**src/rtl/ram_master_pkg.sv**
```systemverilog
// Shared types and defaults for the ram_master initiator and its burst counter.
package ram_master_pkg;

  localparam int ADDR_SIZE = 11;
  localparam int WORD_SIZE = 9;
  localparam int LEN_SIZE  = 4;

  typedef enum logic [2:0] {
    ST_IDLE  = 3'd0,
    ST_WRITE = 3'd1,
    ST_READ  = 3'd2,
    ST_CAPT  = 3'd3,
    ST_RESP  = 3'd4
  } state_t;

  // RAM pins outside an access: disabled, read-enable parked high so WE/RE never both low
  localparam logic IDLE_EN = 1'b0;
  localparam logic IDLE_WE = 1'b0;
  localparam logic IDLE_RE = 1'b1;

endpackage

```
**src/rtl/ram_burst_ctr.sv**
```systemverilog
// Burst address/beat counter: loads start address and beats-minus-one, steps per
// accepted response beat with modulo address wrap; last flags the final beat.
module ram_burst_ctr
  import ram_master_pkg::*;
#(
  parameter int AddrSize = ADDR_SIZE,
  parameter int LenSize  = LEN_SIZE
) (
  input  logic                clk,
  input  logic                rst_n,
  input  logic                i_load,
  input  logic [AddrSize-1:0] i_addr,
  input  logic [LenSize-1:0]  i_len,
  input  logic                i_step,
  output logic [AddrSize-1:0] o_addr,
  output logic                o_last
);

  logic [AddrSize-1:0] r_addr;
  logic [LenSize-1:0]  r_left;

  always_ff @(posedge clk or negedge rst_n) begin
    if (!rst_n) begin
      r_addr <= '0;
      r_left <= '0;
    end else if (i_load) begin
      r_addr <= i_addr;
      r_left <= i_len;
    end else if (i_step && (r_left != '0)) begin
      r_addr <= r_addr + AddrSize'(1);
      r_left <= r_left - LenSize'(1);
    end
  end

  assign o_addr = r_addr;
  assign o_last = (r_left == '0);

endmodule

```
**src/rtl/ram_master.sv**
```systemverilog
// Valid/ready initiator for the single-port ram: one-cycle writes, registered reads.
// Define RAM_MASTER_BURST_EN to honour req_len on reads (consecutive wrapping addresses).
module ram_master
  import ram_master_pkg::*;
#(
  parameter int AddrSize = ADDR_SIZE,
  parameter int WordSize = WORD_SIZE,
  parameter int LenSize  = LEN_SIZE
) (
  input  logic                clk,
  input  logic                rst_n,
  input  logic                req_valid,
  output logic                req_ready,
  input  logic                req_we,
  input  logic [AddrSize-1:0] req_addr,
  input  logic [WordSize-1:0] req_wdata,
  input  logic [LenSize-1:0]  req_len,
  output logic                rsp_valid,
  input  logic                rsp_ready,
  output logic [WordSize-1:0] rsp_data,
  output logic [AddrSize-1:0] ram_addr,
  output logic [WordSize-1:0] ram_di,
  input  logic [WordSize-1:0] ram_do,
  output logic                ram_en,
  output logic                ram_we,
  output logic                ram_re,
  output logic                busy
);

  state_t              r_state;
  state_t              w_next;
  logic [WordSize-1:0] r_wdata;
  logic [AddrSize-1:0] w_addr;
  logic                w_last;
  logic                w_accept;
  logic                w_rsp_hs;

  assign w_accept = req_valid && (r_state == ST_IDLE);
  assign w_rsp_hs = rsp_ready && (r_state == ST_RESP);

`ifdef RAM_MASTER_BURST_EN
  logic [LenSize-1:0] w_len;

  assign w_len = req_we ? '0 : req_len;

  ram_burst_ctr #(
    .AddrSize(AddrSize),
    .LenSize (LenSize)
  ) u_burst_ctr (
    .clk   (clk),
    .rst_n (rst_n),
    .i_load(w_accept),
    .i_addr(req_addr),
    .i_len (w_len),
    .i_step(w_rsp_hs),
    .o_addr(w_addr),
    .o_last(w_last)
  );
`else
  logic [AddrSize-1:0] r_addr;
  logic                w_unused_len;

  assign w_unused_len = ^req_len;

  always_ff @(posedge clk or negedge rst_n) begin
    if (!rst_n) begin
      r_addr <= '0;
    end else if (w_accept) begin
      r_addr <= req_addr;
    end
  end

  assign w_addr = r_addr;
  assign w_last = 1'b1;
`endif

  always_ff @(posedge clk or negedge rst_n) begin
    if (!rst_n) begin
      r_state <= ST_IDLE;
    end else begin
      r_state <= w_next;
    end
  end

  // ram_do is only trusted in CAPT, the cycle after the RAM registered it
  always_ff @(posedge clk or negedge rst_n) begin
    if (!rst_n) begin
      r_wdata  <= '0;
      rsp_data <= '0;
    end else begin
      if (w_accept) begin
        r_wdata <= req_wdata;
      end
      if (r_state == ST_CAPT) begin
        rsp_data <= ram_do;
      end
    end
  end

  always_comb begin
    w_next = r_state;
    case (r_state)
      ST_IDLE:  if (req_valid) w_next = req_we ? ST_WRITE : ST_READ;
      ST_WRITE: w_next = ST_IDLE;
      ST_READ:  w_next = ST_CAPT;
      ST_CAPT:  w_next = ST_RESP;
      ST_RESP:  if (rsp_ready) w_next = w_last ? ST_IDLE : ST_READ;
      default:  w_next = ST_IDLE;
    endcase
  end

  always_comb begin
    req_ready = 1'b0;
    busy      = 1'b1;
    rsp_valid = 1'b0;
    ram_en    = IDLE_EN;
    ram_we    = IDLE_WE;
    ram_re    = IDLE_RE;
    case (r_state)
      ST_IDLE: begin
        req_ready = 1'b1;
        busy      = 1'b0;
      end
      ST_WRITE: begin
        ram_en = 1'b1;
        ram_we = 1'b1;
        ram_re = 1'b0;
      end
      ST_READ: begin
        ram_en = 1'b1;
        ram_we = 1'b0;
        ram_re = 1'b1;
      end
      ST_RESP: rsp_valid = 1'b1;
      default: ;
    endcase
  end

  assign ram_addr = w_addr;
  assign ram_di   = r_wdata;

endmodule

```
**config.mk**
```make
export PLATFORM = sky130hd
export DESIGN_NAME = ram_master
export DESIGN_NICKNAME = d
export VERILOG_FILES = /design/src/rtl/ram_master_pkg.sv /design/src/rtl/ram_burst_ctr.sv /design/src/rtl/ram_master.sv
export SDC_FILE = /design/constraint.sdc
export NUM_CORES = 1
export LEC_CHECK = 0
export BUFFER_PORTS_ARGS = -buffer_cell sky130_fd_sc_hd__clkbuf_2
export CAP_MARGIN = 20
export CORE_MARGIN = 2
export CORE_UTILIZATION = 46
export DETAILED_ROUTE_END_ITERATION = 12
export GPL_ROUTABILITY_DRIVEN = 0
export PLACE_DENSITY = 0.94
export SLEW_MARGIN = 10
export SYNTH_ARGS = -nofsm -noshare
export SYNTH_HDL_FRONTEND = slang
export SYNTH_SLANG_ARGS = --single-unit
export TNS_END_PERCENT = 5
```
**constraint.sdc**
```tcl
create_clock -name clk -period 3 [get_ports clk]
set_input_delay 0.15 -clock clk [delete_from_list [all_inputs] [get_ports clk]]
set_output_delay 0.15 -clock clk [all_outputs]
set_load 0.01 [all_outputs]
```
Word level (Yosys, flattened, before mapping)
Cells that the tools add are included.
- logic and storage cells: 24
- flip-flop bits (word level): 32
- input bits: 38
- equal/unequal tests: 6
- multiplexer cells: 10
- reductions and logical operators: 4
- operators by type and width (operator ; number):
    $pmux W3 S4 ; 1
    $eq A3 B2 Y1 const B ; 2
    $mux W1 ; 6
    $mux W3 ; 2
    $ne A2 B2 Y1 const B ; 2
    $eq A3 B1 Y1 const B ; 1
    $eq A3 B3 Y1 const B ; 1
    $logic_not A3 Y1 ; 1
    $mux W2 ; 1
    $reduce_and A2 Y1 ; 1
    $reduce_or A2 Y1 ; 1
    $logic_and A1 B1 Y1 ; 1

Depth between registers and ports, before layout
Gate-level depths: netlist of the first run.
- depth in word-level cells: 3
- mapped depth: 4

Worst setup path before layout of the first run
OpenSTA, ideal clock, no wires.
- kind: register -> register
- from: register r_state[0]
- to: register r_addr[0] (netlist: ram_addr[0])
- cell stages (with the launch flop): 5
- slack: 1587 ps
- data required time: 2875 ps
- path buffers: 2
- library setup time: 125 ps
- arrival time: 1288 ps
- cells stage by stage: dfrtp_1 -> buf_4 -> nor4b_4 -> buf_6 -> mux2_2
- longest elaborated chain between the ends: 2
- RTL lines (element ; RTL line ; RTL):
    start, declared ; ram_master.sv:30 ; state_t r_state;
    start signal, assigned ; ram_master.sv:81 ; r_state <= w_next;
    $logic_not A3 Y1 ; ram_master.sv:38 ; assign w_accept = req_valid && (r_state == ST_IDLE);
    $logic_and A1 B1 Y1 ; ram_master.sv:38 ;
    end signal, assigned ; ram_master.sv:69 ; r_addr <= req_addr;
    end, declared ; ram_master.sv:60 ; logic [AddrSize-1:0] r_addr;
Every way passes these cells.
A chain may end at the register's enable or synchronous reset.

Worst setup path after layout of the first run
- from: register r_state[0]
- to: output ram_we
- longest elaborated chain between the ends: 2
- RTL lines (element ; RTL line ; RTL):
    $eq A3 B1 Y1 ; ram_master.sv:119 ; case (r_state)
    $mux W1 ; ram_master.sv:119 ;
    end, declared ; ram_master.sv:25 ; output logic ram_we,
Every way passes these cells.

==> impl_metrics.csv, run 1 <==
group,metric,value,unit
critical_path,crit_slowest_cell,"dfrtp_1",
critical_path,r2r-start,"r_state[2]",
cts,cts_tree,"done",
drt,dr_wl_met3,131,um
drt,avgViaCountPerCell,4.839,
die,start_util,47.69,%
critical_path,crit_required,2.85,ns
drt,wl_met1,958,um
critical_path,worstPathArrival,1.53,ns
die,row_count,19,
worst_hold_path,whs_path_depth,2,
worst_hold_path,hp-class,"in2reg",
logic_synthesis,synth-seq-cells,32,
cts,cts.sinks,32,
grt,gr-total-overflow,0,
critical_path,path_cells,"or3b_2 -> inv_1 -> clkbuf_2",
logic_synthesis,synth.top_cell.area_share,61.96,%
logic_synthesis,yosysUniqueCellTypes,19,
drt,drc,0,
drt,drt-total-wl,2.471,mm
flow_run,max_cap_viol_count,0,
final_layout,fin_area,0.001700,mm2
die,core_area,0.002710,mm2
drt,firstDrtPassIters,6,
cts,cts_setup_buffers,0,
grt,grt_usage,17.19,%
drt,drtIter0Drc,9,
logic_synthesis,avgSynthCellArea,15.57,um2
logic_synthesis,syn_area,0.001292,mm2
worst_hold_path,holdPathEnd,"ram_di[6]",
final_layout,final_cell_mix,"68 x clkbuf_2, 32 x dfrtp_1, 25 x mux2_2",
pwr,p_total,1.834,mW
timing,worst_slew_pin_slew,0.7583,ns
cts,cts_root_buf,"clkbuf_4",
place,numPortBuffers,68,
drt,postRouteAntennaNets,0,
cts,cts_buffer_depth,2,
timing,tns,0,ns
cts,post_cts_resize_count,0,
drt,route.met2.wl,1.354,mm
timing,slew_headroom,49.44,%
logic_synthesis,synthCells,83,
final_layout,final_common_cell,"clkbuf_2",
grt,grt_pass1_wl,4.188,mm
cts,insertion_delay,0.31,ns
timing,setup_violations,0,
drt,vias,900,
critical_path,timing.critical_path.buf_inv,2,
cts,htree_levels,2,
timing,fin_crit_sh,56.07,%
timing,hold_viol,0,
timing,rsz0062_at_grt,"no",
final_layout,nets,192,
cts,cts.clk_slew.worst_paths,0.09,ns
drt,highest_layer,"met4",
drt,wire_per_inst,13.28,um
timing,fin_skew,0.003994,ns
place,dp_hpwl,1.923,mm
final_layout,layout-drive-gt1-share,66.45,%
critical_path,r2r_slack,1.43,ns
run_status,outcome,"complete, no violations",
die,die_height,57.01,um
pwr,p_per_area,1079,mW/mm2
critical_path,cpPeakStageDelay,0.53,ns
die,dieArea,0.003250,mm2
timing,layout_min_cycle_time,1.682,ns
logic_synthesis,yosysSeqAreaShare,61.96,%
logic_synthesis,synth_top_area_cell,"dfrtp_1",
timing,final_max_slew_viol_count,0,
critical_path,reg2reg_depth,3,
final_layout,antenna_cells,0,
critical_path,worstSetupPathType,"reg2out",
grt,grt_max_degree,33,
logic_synthesis,synth.area.top_cells,"dfrtp_1 62%, mux2_2 22%, mux2_1 3.5%",
timing,max_freq,594.4,MHz
pwr,p_leak,0.8662,nW
grt,grt_pass1_vias,953,
grt,antenna_found_initial,0,
final_layout,final-instance-count-excl-fill,186,
critical_path,critical-path-top-delay-family,"flip-flops",
critical_path,end_kind,"output pin",
worst_hold_path,min-delay-start,"req_wdata[6]",
die,die_w,57.01,um
logic_synthesis,ys_warn_count,0,
final_layout,syn2layout_area_growth,31.56,%
logic_synthesis,mappedNetlistNets,121,
place,placed_cell_area,0.001628,mm2
critical_path,rr_endpoint,"ram_di[8]",
critical_path,start_kind,"flop",
critical_path,worstPathMaxFanout,9,
place,dp_cells,177,
die,boundaryPins,73,
cts,numCtsBuffers,5,
final_layout,fill_cells,232,
pwr,ir_worst_vdd,0.7996,mV
## power by group
group          leakage [nW]  switching [mW]  total (mW)  internal, mW
registers             0.378           0.147       0.797         0.650
clock network        0.0315           0.136       0.251         0.115
logic                 0.457           0.361       0.786         0.425
## cell usage after synthesis
cell      instances
or4b_1            1
nor4b_4           1
nor3b_1           1
buf_6             3
nor2b_1           1
nand2_1           1
or3b_2            1
buf_4             1
nor2_1            2
o21a_1            1
xnor2_1           1
inv_1             2
a21oi_1           1
nor3_1            2
nand3b_1          1
dfrtp_1          32
buf_2             2
mux2_2           25
mux2_1            4
## routing by layer
layer	global-route usage, %	vias to the layer above
met2	30.38	31
met5	0	-
met1	18.57	438
met4	8.970	0
met3	4.989	2
li1	-	429
## per-stage QoR
| step | setup slack [ns] | util, % | hold WS (ns) |
|---|---|---|---|
| floorplan | 1.587 | - | -0.1456 |
| global placement | 1.479 | 60.06 | 0.2341 |
| detailed placement | 1.444 | 60.06 | 0.2585 |
| CTS | 1.288 | 62.74 | 0.03690 |
| global route | 1.218 | 62.74 | 0.03319 |
| finish | 1.318 | 62.74 | 0.05662 |
## logic make-up (layout without fill, tap and decap cells)
kind of cell / count (synthesis) / in the layout / share of synthesized area [%]
mux: 29 / 29 / 25.27
compound gates: 2 / 2 / 0.9679
xor+xnor: 1 / 1 / 0.6778
simple gates: 11 / 11 / 6.583
buf+inv: 8 / 80 / 4.550
flops: 32 / 32 / 61.96
## area by class of cell
cell class | count | area (um2) | share of cell area, %
Clock inverter | 1 | 7.507 | 0.4415
Clock buffer | 7 | 55.05 | 3.238
Multi-Input combinational cell | 43 | 432.9 | 25.46
Tap cell | 31 | 38.79 | 2.281
Inverter | 2 | 7.507 | 0.4415
Timing Repair Buffer | 70 | 357.8 | 21.04
Sequential cell | 32 | 800.8 | 47.09
## flip-flops by register name (all words and copies together), names as in the netlist
register	count
ram_addr	11
ram_di	9
rsp_data	9
r_state	3
## worst max-delay path by stage
stage	from	endpoint	slack [ns]	cells after the start
CTS	r_state[0]	ram_we	1.29	3
floorplan	r_state[0]	ram_addr[0]	1.59	4
global route	r_state[0]	ram_we	1.22	3
global placement	r_state[2]	ram_addr[7]	1.48	3
finish	r_state[0]	ram_we	1.32	3
detailed placement	r_state[2]	ram_addr[6]	1.44	3
## what timing repair did
item,4_1_cts,5_1_grt
hold buffers,1,0
endpoints found under the hold margin,32,0
endpoints found under the setup margin,0,0
Note: power is estimated with default switching activity, not from simulation.
==> inputs of run 2 (changes only) <==
--- a/config.mk
+++ b/config.mk
@@ -8,10 +8,10 @@
 export BUFFER_PORTS_ARGS = -buffer_cell sky130_fd_sc_hd__clkbuf_2
 export CAP_MARGIN = 20
 export CORE_MARGIN = 2
-export CORE_UTILIZATION = 46
+export CORE_UTILIZATION = 43
 export DETAILED_ROUTE_END_ITERATION = 12
 export GPL_ROUTABILITY_DRIVEN = 0
-export PLACE_DENSITY = 0.94
+export PLACE_DENSITY = 0.89
 export SLEW_MARGIN = 10
 export SYNTH_ARGS = -nofsm -noshare
 export SYNTH_HDL_FRONTEND = slang
==> constraint.sdc (replaced) <==
create_clock -name clk -period 1.7 [get_ports clk]
set_input_delay 0.085 -clock clk [delete_from_list [all_inputs] [get_ports clk]]
set_output_delay 0.085 -clock clk [all_outputs]
set_load 0.01 [all_outputs]
==> impl_metrics.csv, run 2 (same netlist as run 1, synthesis figures left out) <==
group,metric,value,unit
drt,drt-total-wl,3.251,mm
pwr,p_total,3.345,mW
die,boundaryPins,73,
critical_path,worstSetupPathType,"reg2out",
pwr,p_per_area,1662,mW/mm2
drt,firstDrtPassIters,8,
worst_hold_path,min-delay-start,"req_we",
grt,grt_usage,20.66,%
timing,worst_slew_pin_slew,0.7700,ns
die,dieArea,0.003460,mm2
drt,drc,3,
timing,hold_viol,0,
timing,fin_crit_sh,94.13,%
cts,htree_levels,2,
final_layout,layout-drive-gt1-share,56.45,%
critical_path,setup.worst_path.start,"r_state[2]",
run_status,violations,"DRC",
grt,gr-total-overflow,0,
timing,layout_min_cycle_time,1.600,ns
critical_path,end_kind,"output pin",
drt,avgViaCountPerCell,4.825,
timing,final_max_slew_viol_count,0,
grt,grt_pass1_wl,5.140,mm
grt,antenna_found_initial,0,
critical_path,start_kind,"flop",
critical_path,reg2reg_depth,4,
drt,vias,1047,
die,start_util,46.07,%
place,placed_cell_area,0.001648,mm2
timing,setup_ws,0.09981,ns
critical_path,timing.critical_path.buf_inv,2,
critical_path,crit_slowest_cell,"or3b_2",
place,dp_hpwl,1.992,mm
critical_path,r2r-start,"r_state[0]",
cts,cts.clk_slew.worst_paths,0.09,ns
grt,grt_max_degree,33,
final_layout,fin_util,71.77,%
timing,tns,0,ns
worst_hold_path,whs_path_depth,3,
place,dpl_worst_slack,0.1845,ns
cts,cts_buffer_depth,2,
die,die_w,58.83,um
pwr,p_leak,1.000,nW
final_layout,largest_register_ffs,11,
timing,slew_headroom,48.66,%
cts,numCtsBuffers,5,
cts,insertion_delay,0.33,ns
drt,wire_per_inst,14.98,um
critical_path,cp_num_cells,3,
critical_path,cpPeakStageDelay,0.51,ns
pwr,ir_worst_vdd,1.089,mV
place,numPortBuffers,68,
timing,fin_skew,0.004825,ns
run_status,outcome,"finished with violations",
timing,whs,0.04327,ns
final_layout,fill_cells,200,
drt,postRouteAntennaNets,0,
die,die_height,58.83,um
final_layout,syn2layout_area_growth,55.76,%
grt,grt_pass1_vias,1158,
critical_path,worstPathArrival,1.52,ns
final_layout,final-instance-count-excl-fill,217,
final_layout,antenna_cells,0,
timing,setup_violations,0,
critical_path,critical-path-top-delay-family,"simple AND/OR/NAND/NOR gates",
place,dp_cells,178,
critical_path,path_cells,"or3b_2 -> inv_1 -> clkbuf_2",
worst_hold_path,hp-class,"in2reg",
drt,drtIter0Drc,13,
final_layout,final_cell_mix,"68 x clkbuf_2, 31 x dlygate4sd3_1, 31 x dfrtp_1",
timing,rsz0062_at_grt,"no",
final_layout,fin_area,0.002013,mm2
die,row_count,19,
die,core_area,0.002805,mm2
final_layout,nets,224,
cts,cts.sinks,32,
cts,cts_tree,"done",
critical_path,crit_required,1.62,ns
flow_run,max_cap_viol_count,0,
timing,max_freq,624.9,MHz
cts,cts_root_buf,"clkbuf_4",
final_layout,final_common_cell,"clkbuf_2",
critical_path,worstPathMaxFanout,9,
## run 2: cell type report
type                       instances  area (um2)  area share, %
tap                               31       38.79          1.927
multi-input combinational         43       432.9          21.50
sequential                        32       802.0          39.84
inverter                           2       7.507         0.3729
clock buffer                       6       41.29          2.051
clock inverter                     1       5.005         0.2486
timing repair buffer             102       685.7          34.06
## run 2: worst reg2reg max path, stage by stage, from the launching register on
cell	delay, ns
dfrtp_2	0.42
buf_4	0.15
nor4b_4	0.30
buf_12	0.21
mux2_1	0.34
## run 2: worst paths after layout
check	end	slack (ns)
hold reg to reg	ram_addr[10]	0.51
hold / removal	r_state[0]	0.04
max in group asynchronous	r_state[0]	0.81
min in group asynchronous	ram_addr[1]	0.36
setup reg to reg	ram_di[7]	0.16
setup / recovery	ram_we	0.1
## run 2: routing by layer
layer  global-route usage [%]  part of all wire, %  vias up
met1                    22.51                   36      495
met2                    35.71                   54       47
met4                    9.416                  3.1        0
met5                        0                    0        -
met3                    7.473                  7.1       14
li1                         -                    -      491
## run 2: power by group
group / total [mW] / switching, mW / internal, mW
Sequential: 1.40 / 0.249 / 1.15
Combinational: 1.55 / 0.706 / 0.845
Clock: 0.395 / 0.243 / 0.152
Total: 3.35 / 1.20 / 2.15
## run 2: timing repair
action	CTS	global route
endpoints found under the setup margin	0	2
hold endpoints to repair	62	0
hold buffers	31	0
gates resized for setup	0	1
setup buffers	0	1
==> inputs of run 3 (changes only) <==
--- a/config.mk
+++ b/config.mk
@@ -8,10 +8,10 @@
 export BUFFER_PORTS_ARGS = -buffer_cell sky130_fd_sc_hd__clkbuf_2
 export CAP_MARGIN = 20
 export CORE_MARGIN = 2
-export CORE_UTILIZATION = 43
+export CORE_UTILIZATION = 39
 export DETAILED_ROUTE_END_ITERATION = 12
 export GPL_ROUTABILITY_DRIVEN = 0
-export PLACE_DENSITY = 0.89
+export PLACE_DENSITY = 0.86
 export SLEW_MARGIN = 10
 export SYNTH_ARGS = -nofsm -noshare
 export SYNTH_HDL_FRONTEND = slang
==> constraint.sdc (replaced) <==
create_clock -name clk -period 1.3 [get_ports clk]
set_input_delay 0.065 -clock clk [delete_from_list [all_inputs] [get_ports clk]]
set_output_delay 0.065 -clock clk [all_outputs]
set_load 0.01 [all_outputs]
==> impl_metrics.csv, run 3 (same netlist as run 1, synthesis figures left out) <==
group,metric,value,unit
run_status,outcome,"finished with violations",
run_status,violations,"setup timing",
die,dieArea,0.003791,mm2
cts,htree_levels,2,
flow_run,max_cap_viol_count,0,
critical_path,cpPeakStageDelay,0.39,ns
final_layout,largest_register_ffs,11,
critical_path,worstPathArrival,1.72,ns
final_layout,final_common_cell,"clkbuf_2",
final_layout,fill_cells,248,
timing,rsz0062_at_grt,"yes",
critical_path,r2r-start,"r_state[2]",
drt,highest_layer,"met4",
place,placed_cell_area,0.001687,mm2
die,die_w,61.57,um
timing,whs,0.03935,ns
grt,grt_pass1_wl,4.878,mm
worst_hold_path,whs_path_depth,3,
die,core_area,0.003103,mm2
cts,cts.clk_slew.worst_paths,0.10,ns
critical_path,crit_slowest_cell,"dfrtp_1",
grt,grt_pass1_vias,1124,
critical_path,critical-path-top-delay-family,"flip-flops",
timing,setup_ws,-0.2050,ns
final_layout,multi_input_area,449.2,um2
worst_hold_path,holdPathEnd,"r_state[2]",
die,boundaryPins,73,
critical_path,worstSetupPathType,"reg2reg",
critical_path,end_kind,"flop",
worst_hold_path,min-delay-start,"rsp_ready",
timing,final_max_slew_viol_count,0,
grt,gr-total-overflow,0,
timing,tns,-4.110,ns
die,start_util,41.65,%
timing,worst_slew_pin_slew,0.7714,ns
die,die_height,61.57,um
cts,cts_root_buf,"clkbuf_4",
drt,vias,1091,
final_layout,regArea,800.8,um2
worst_hold_path,hp-class,"in2reg",
place,numPortBuffers,68,
die,row_count,20,
drt,firstDrtPassIters,3,
critical_path,timing.critical_path.buf_inv,2,
place,dp_hpwl,2.030,mm
cts,cts_tree,"done",
drt,drc,0,
critical_path,reg2reg_depth,4,
pwr,p_leak,1.051,nW
cts,cts_buffer_depth,2,
final_layout,antenna_cells,0,
drt,drt-total-wl,3.172,mm
critical_path,r2r_slack,-0.20,ns
pwr,ir_worst_vdd,1.320,mV
drt,route.met2.wl,1.849,mm
final_layout,nets,228,
drt,avgViaCountPerCell,4.643,
critical_path,rr_endpoint,"ram_di[3]",
final_layout,layout-drive-gt1-share,59.16,%
timing,slew_headroom,48.57,%
place,dp_cells,194,
cts,cts.sinks,32,
timing,setup_violations,22,
final_layout,final_cell_mix,"64 x clkbuf_2, 32 x dfrtp_1, 30 x dlygate4sd3_1",
critical_path,crit_required,1.52,ns
critical_path,worstPathMaxFanout,20,
drt,wl_met1,1.062,mm
drt,drtIter0Drc,58,
drt,postRouteAntennaNets,0,
critical_path,path_cells,"buf_4 -> nor4b_4 -> buf_12 -> mux2_2",
timing,max_freq,664.5,MHz
final_layout,final-instance-count-excl-fill,235,
grt,antenna_found_initial,0,
timing,hold_viol,0,
timing,fin_crit_sh,115.8,%
grt,grt_max_degree,33,
critical_path,start_kind,"flop",
cts,numCtsBuffers,5,
drt,wire_per_inst,13.50,um
final_layout,fin_util,68.23,%
timing,layout_min_cycle_time,1.505,ns
final_layout,syn2layout_area_growth,63.79,%
grt,grt_usage,18.66,%
pwr,p_per_area,2240,mW/mm2
final_layout,fin_area,0.002117,mm2
drt,dr_wl_met3,133,um
cts,insertion_delay,0.32,ns
timing,fin_skew,0.009976,ns
-- run 3: worst max path at each step --
stage	from	to	slack [ns]	cells after the start
global placement	r_state[2]	ram_di[5]	-0.08	3
global route	r_state[2]	ram_addr[0]	-0.26	4
detailed placement	r_state[2]	ram_addr[4]	-0.1	3
finish	r_state[2]	ram_di[3]	-0.20	4
floorplan	r_state[0]	ram_addr[0]	-0.11	4
CTS	r_state[2]	ram_we	-0.21	4
-- run 3: metrics by stage --
step           total power, mW  setup slack (ns)
2_1_floorplan            3.002           -0.1131
3_3_place_gp             3.709          -0.07519
3_5_place_dp             3.821          -0.09905
4_1_cts                  4.694           -0.2059
5_1_grt                  5.078           -0.2571
6_report                 4.742           -0.2050
-- run 3: per-layer routing --
| layer | GRT usage, % | vias up |
|---|---|---|
| met3 | 5.882 | 13 |
| met4 | 11.25 | 0 |
| met1 | 17.37 | 534 |
| met5 | 0 | - |
| met2 | 34.89 | 44 |
| li1 | - | 500 |
-- run 3: layout make-up --
cell class                 instances  area share (%)
clock buffer                       6           1.950
timing repair buffer             106           34.40
tap                               44           2.600
sequential                        32           37.83
multi-input combinational         43           21.22
clock inverter                     2           1.655
inverter                           2          0.3546
-- run 3: what timing repair did --
item,CTS,global route
hold endpoints to repair,61,0
gates cloned,0,0
hold buffers,30,0
pin swaps,0,0
setup buffers,3,0
endpoints found under the setup margin,35,35
resized for setup,1,11
-- run 3: worst register-to-register path: stages (launching register included) --
cell and delay [ns]:
dfrtp_1 0.39, buf_4 0.14, nor4b_4 0.31, buf_12 0.20, mux2_2 0.36
-- run 3: power breakdown --
group          total [mW]  leakage (nW)  internal, mW  switching [mW]
Combinational        2.25         0.631          1.24            1.01
Clock               0.719        0.0422         0.403           0.316
Sequential           1.78         0.378          1.50           0.272
Total                4.74          1.05          3.15            1.60
